### config.mk
export PLATFORM = sky130hd
export DESIGN_NAME = aes_key_schedule
export DESIGN_NICKNAME = d
export VERILOG_FILES = /design/src/rtl/aes_key_schedule.sv
export SDC_FILE = /design/constraint.sdc
export NUM_CORES = 1
export LEC_CHECK = 0
export ABC_AREA = 1
export BUFFER_PORTS_ARGS = -buffer_cell sky130_fd_sc_hd__buf_4
export CAP_MARGIN = 20
export CELL_PAD_IN_SITES_DETAIL_PLACEMENT = 1
export CELL_PAD_IN_SITES_GLOBAL_PLACEMENT = 2
export CORE_MARGIN = 5
export CORE_UTILIZATION = 30
export CTS_CLUSTER_SIZE = 20
export DETAILED_ROUTE_END_ITERATION = 10
export HOLD_SLACK_MARGIN = 0.08
export PLACE_DENSITY = 0.9
export SETUP_SLACK_MARGIN = 0.5
export SYNTH_ARGS = -nofsm -noshare
export SYNTH_HDL_FRONTEND = slang
export SYNTH_SLANG_ARGS = --single-unit
### constraint.sdc
create_clock -name clk -period 4.38 [get_ports clk]
set_clock_uncertainty 0.2 [all_clocks]
set_input_delay 0.219 -clock clk [delete_from_list [all_inputs] [get_ports clk]]
set_output_delay 0.219 -clock clk [all_outputs]
set_load 0.05 [all_outputs]
### src/rtl/aes_key_schedule.sv
// ---------------------------------------------------------------------------
// aes_key_schedule
//   Sequential AES-128 key expansion. A cipher key is loaded on start and the
//   round keys 0..NR are presented one at a time over a valid/ready handshake.
//   Each accepted key advances the single 128-bit key register by one
//   expansion step, using four forward S-box lookups.
//
// Ports
//   clk        in   rising-edge clock
//   rst        in   asynchronous active-high reset
//   start      in   load key_in and begin a schedule (honoured only in IDLE)
//   key_in     in   128-bit cipher key, byte 0 at [127:120]
//   busy       out  schedule in progress
//   key_valid  out  round_key/round_idx hold a valid round key
//   key_ready  in   consumer accepts round_key when key_valid is high
//   round_key  out  current round key
//   round_idx  out  index of round_key, 0..NR
//   done       out  one-cycle pulse after round key NR is accepted
// ---------------------------------------------------------------------------
module aes_key_schedule #(
    parameter int NR = 10
) (
    input  logic         clk,
    input  logic         rst,
    input  logic         start,
    input  logic [127:0] key_in,
    output logic         busy,
    output logic         key_valid,
    input  logic         key_ready,
    output logic [127:0] round_key,
    output logic [3:0]   round_idx,
    output logic         done
);

    localparam logic [3:0] NR_L = 4'(NR);

    // Forward S-box, entry 0 in the most significant byte.
    localparam logic [2047:0] SBOX_TABLE = {
        128'h637c777bf26b6fc53001672bfed7ab76,
        128'hca82c97dfa5947f0add4a2af9ca472c0,
        128'hb7fd9326363ff7cc34a5e5f171d83115,
        128'h04c723c31896059a071280e2eb27b275,
        128'h09832c1a1b6e5aa0523bd6b329e32f84,
        128'h53d100ed20fcb15b6acbbe394a4c58cf,
        128'hd0efaafb434d338545f9027f503c9fa8,
        128'h51a3408f929d38f5bcb6da2110fff3d2,
        128'hcd0c13ec5f974417c4a77e3d645d1973,
        128'h60814fdc222a908846eeb814de5e0bdb,
        128'he0323a0a4906245cc2d3ac629195e479,
        128'he7c8376d8dd54ea96c56f4ea657aae08,
        128'hba78252e1ca6b4c6e8dd741f4bbd8b8a,
        128'h703eb5664803f60e613557b986c11d9e,
        128'he1f8981169d98e949b1e87e9ce5528df,
        128'h8ca1890dbfe6426841992d0fb054bb16
    };

    function automatic logic [7:0] sbox(input logic [7:0] b);
        logic [10:0] base;
        // Entry b sits (255 - b) bytes above bit 0; 255 - b is simply ~b.
        base = {~b, 3'b000};
        return SBOX_TABLE[base +: 8];
    endfunction

    function automatic logic [7:0] rcon(input logic [3:0] idx);
        logic [7:0] r;
        case (idx)
            4'd1:    r = 8'h01;
            4'd2:    r = 8'h02;
            4'd3:    r = 8'h04;
            4'd4:    r = 8'h08;
            4'd5:    r = 8'h10;
            4'd6:    r = 8'h20;
            4'd7:    r = 8'h40;
            4'd8:    r = 8'h80;
            4'd9:    r = 8'h1b;
            4'd10:   r = 8'h36;
            default: r = 8'h00;
        endcase
        return r;
    endfunction

    typedef enum logic {
        IDLE = 1'b0,
        EMIT = 1'b1
    } state_t;

    state_t         state_q, state_d;
    logic [127:0]   round_key_q, round_key_d;
    logic [3:0]     round_idx_q, round_idx_d;
    logic           key_valid_q, key_valid_d;
    logic           busy_q, busy_d;
    logic           done_q, done_d;

    // Next-key datapath
    logic [31:0]    w0, w1, w2, w3;
    logic [31:0]    rot_w3;
    logic [31:0]    sub_w3;
    logic [31:0]    t_word;
    logic [31:0]    n0, n1, n2, n3;
    logic [3:0]     idx_inc;

    assign w0      = round_key_q[127:96];
    assign w1      = round_key_q[95:64];
    assign w2      = round_key_q[63:32];
    assign w3      = round_key_q[31:0];
    assign rot_w3  = {w3[23:0], w3[31:24]};
    assign idx_inc = round_idx_q + 4'd1;

    genvar gi;
    generate
        for (gi = 0; gi < 4; gi++) begin : g_sub
            assign sub_w3[31-8*gi -: 8] = sbox(rot_w3[31-8*gi -: 8]);
        end
    endgenerate

    assign t_word = sub_w3 ^ {rcon(idx_inc), 24'h000000};
    assign n0     = w0 ^ t_word;
    assign n1     = w1 ^ n0;
    assign n2     = w2 ^ n1;
    assign n3     = w3 ^ n2;

    always_comb begin
        state_d     = state_q;
        round_key_d = round_key_q;
        round_idx_d = round_idx_q;
        key_valid_d = key_valid_q;
        busy_d      = busy_q;
        done_d      = 1'b0;
        case (state_q)
            IDLE: begin
                // A start coinciding with the done pulse is dropped so the
                // consumer always sees at least one idle cycle between runs.
                if (start && !done_q) begin
                    round_key_d = key_in;
                    round_idx_d = 4'd0;
                    key_valid_d = 1'b1;
                    busy_d      = 1'b1;
                    state_d     = EMIT;
                end
            end
            EMIT: begin
                if (key_valid_q && key_ready) begin
                    if (round_idx_q == NR_L) begin
                        key_valid_d = 1'b0;
                        busy_d      = 1'b0;
                        done_d      = 1'b1;
                        state_d     = IDLE;
                    end else begin
                        round_key_d = {n0, n1, n2, n3};
                        round_idx_d = idx_inc;
                    end
                end
            end
            default: state_d = IDLE;
        endcase
    end

    always_ff @(posedge clk or posedge rst) begin
        if (rst) begin
            state_q     <= IDLE;
            round_key_q <= '0;
            round_idx_q <= '0;
            key_valid_q <= 1'b0;
            busy_q      <= 1'b0;
            done_q      <= 1'b0;
        end else begin
            state_q     <= state_d;
            round_key_q <= round_key_d;
            round_idx_q <= round_idx_d;
            key_valid_q <= key_valid_d;
            busy_q      <= busy_d;
            done_q      <= done_d;
        end
    end

    assign busy      = busy_q;
    assign key_valid = key_valid_q;
    assign round_key = round_key_q;
    assign round_idx = round_idx_q;
    assign done      = done_q;

endmodule
==> results_dict.tcl <==
set metrics [dict create \
    ys_ff_latch 135 \
    slew_violations 0 \
    synthFlopType "dfrtp_1" \
    wl_met3_um 11520 \
    fin_util_pct 37.14 \
    grt_overflow 0 \
    fin_crit_sh_pct 84.82 \
    reg2reg_slack_ps 660 \
    synth_most_common_cell "nand3_1" \
    cts.sinks 135 \
    cts_tree "built" \
    max_freq_ghz 0.2692 \
    crit_path_start "round_key[17]$_DFFE_PP0P_" \
    num_rows 95 \
    drt-initial-drc-count 3878 \
    drc 0 \
    dp_hpwl_um 89380 \
    synth_area_per_cell_um2 5.403 \
    grt_pass1_vias 28375 \
    initial_core_util_pct 30.10 \
    fp.dieW_um 269.1 \
    insertion_delay_ps 510 \
    clockBufferDepth 2 \
    rr_startpoint "round_key[17]$_DFFE_PP0P_" \
    hold_viol 0 \
    synth_common_cells "nand3_1, nand2_1, nor2_1, inv_1, o21ai_0" \
    vias 29187 \
    hp-class "reg2reg" \
    core-area_um2 66920 \
    cp.required_ps 4580 \
    fin_tns_setup_ps 0 \
    drive_gt1_share_pct 11.65 \
    dr.pass1.iters 6 \
    wl_um 123100 \
    htreeDepth 4 \
    areaGrowthSynthToFinish_pct 23.39 \
    setup_viol 0 \
    gp_congestion 1.012 \
    cpMaxStageDelayCell "ha_2" \
    cts.clk_slew.worst_paths_ps 70 \
    yosysTopAreaCellShare_pct 28.60 \
    synth_fp_nets 3924 \
    synth_edf_count 0 \
    grt_pass1_wl_um 184200 \
    slew_headroom_pct 34.86 \
    dieHeight_um 269.1 \
    routed.top_layer "met4" \
    track_usage_pct 32.30 \
    cts-root-buf "clkbuf_16" \
    cp_common_cell "nand2_1" \
    synthesis.area_um2 20140 \
    wl_met1_um 52030 \
    period_needed_ps 3715 \
    async_reset_ff_share_pct 100.0 \
    seq_area_frac_synth_pct 16.77 \
    arrival_ps 3910 \
    fin_nets 4175 \
    die_area_um2 72420 \
    post_cts_buffers 0 \
    timing.max_cap.violations 0 \
    cts_inserted_buffers 17 \
    grt_max_degree 122 \
    worstMarginPinSlew_ps 977.1 \
    io_pins 267 \
    antenna_found_initial 4 \
    synthTopCellsByArea "nand3_1, nand2_1, dfrtp_1, nor2_1, inv_1" \
    port_buffers 266 \
    start_kind "flip-flop" \
    end_kind "flip-flop" \
    synth_cells 3728 \
    wl_met2_um 52980 \
    synth_area_leader_cell "nand3_1" \
    min-delay-start "round_key[21]$_DFFE_PP0P_" \
    synth.distinct_cells 34 \
    cpPeakStageDelay_ps 380 \
    crit_type "reg2reg" \
    ant_nets 0 \
    ys.warnings.count 0 \
    cp_max_fo 14 \
    wl_per_cell_um 25.28 \
    path_cells "buf_4, ha_2, inv_1, nand2_1, nand2_1, nand2_1, nand3_1, nand3_1, nand3_1, nand3_1, nand3b_1, nand2_1, nand2_1, nand3_1, nand2_1, nand2_1, nand3_1, nand2_1, nand2_1" \
    holdWs_ps 349.7 \
    rsz0062_at_grt "yes" \
    status "completed" \
    avgViaCountPerCell 5.994 \
]
## per-stage QoR
step           worst slack, ps  cells  instance area [um^2]
2_1_floorplan             1067   3728                 20150
3_3_place_gp             701.6   4700                 22850
3_5_place_dp             663.3   4700                 22850
4_1_cts                  600.1   4865                 24830
5_1_grt                  452.9   4869                 24850
6_report                 664.9   4869                 24850
## logic make-up after synthesis
group                      after synthesis  share of synthesized area, %
DFF                                    135                         16.77
buffers and inverters                  490                         10.50
AOI/OAI and AO/OA                      410                         11.23
and+or+nand+nor                       2623                         57.22
adders and majority gates               64                         4.013
xor gates and xnor gates                 6                        0.2609
## worst paths after layout
path	depth (start not counted)	end
min	2	round_key[21]$_DFFE_PP0P_
min reg2reg	2	round_key[21]$_DFFE_PP0P_
max reg2reg	19	round_key[24]$_DFFE_PP0P_
min in group asynchronous	4	round_key[19]$_DFFE_PP0P_
max in group asynchronous	5	round_key[12]$_DFFE_PP0P_
max	19	round_key[24]$_DFFE_PP0P_
## layout make-up
| type | instances | area, um^2 |
|---|---|---|
| antenna | 4 | 10.01 |
| clock buffer | 18 | 439.2 |
| clock inverter | 14 | 210.2 |
| fill | 9117 | 42070 |
| inverter | 234 | 892.1 |
| multi-input combinational | 3103 | 14670 |
| sequential | 135 | 3392 |
| tap | 873 | 1092 |
| timing repair buffer | 488 | 4146 |
## flip-flops by register name, summed over array words and instances (netlist names)
name and count:
round_key 128, busy 1, done 1, round_idx 4, state_q 1
## metal layers
metal	vias to the layer above	track usage, %
met4	0	14.94
met1	14104	44.37
met5	-	0
met2	1636	48.87
met3	344	6.472
li1	13103	-
## placed cells by master (no fill, tap or decap), types with 98 or more instances in the layout
cell              n
dlygate4sd3_1   133
o22ai_1          98
nand3_1        1150
nand2_1        1126
dfrtp_1         126
a21oi_1         135
o21ai_0         137
nor2_1          268
buf_4           343
inv_1           208
## worst max-delay path, delay by kind of cell, from the launching register on
kind / cells / cell delay [ps]
flip-flops: 1 / 370
buffers and inverters: 2 / 450
adder cells (fa/ha/maj): 1 / 380
AND/OR/NAND/NOR: 16 / 2240
## timing repair
action	in CTS	in global routing
resized for setup	0	6
setup endpoints to repair	0	14
hold endpoints to repair	145	0
hold buffers	133	0
Power is not shown: default switching activity piles up to over one toggle a cycle in this logic, so the estimate is an artifact.
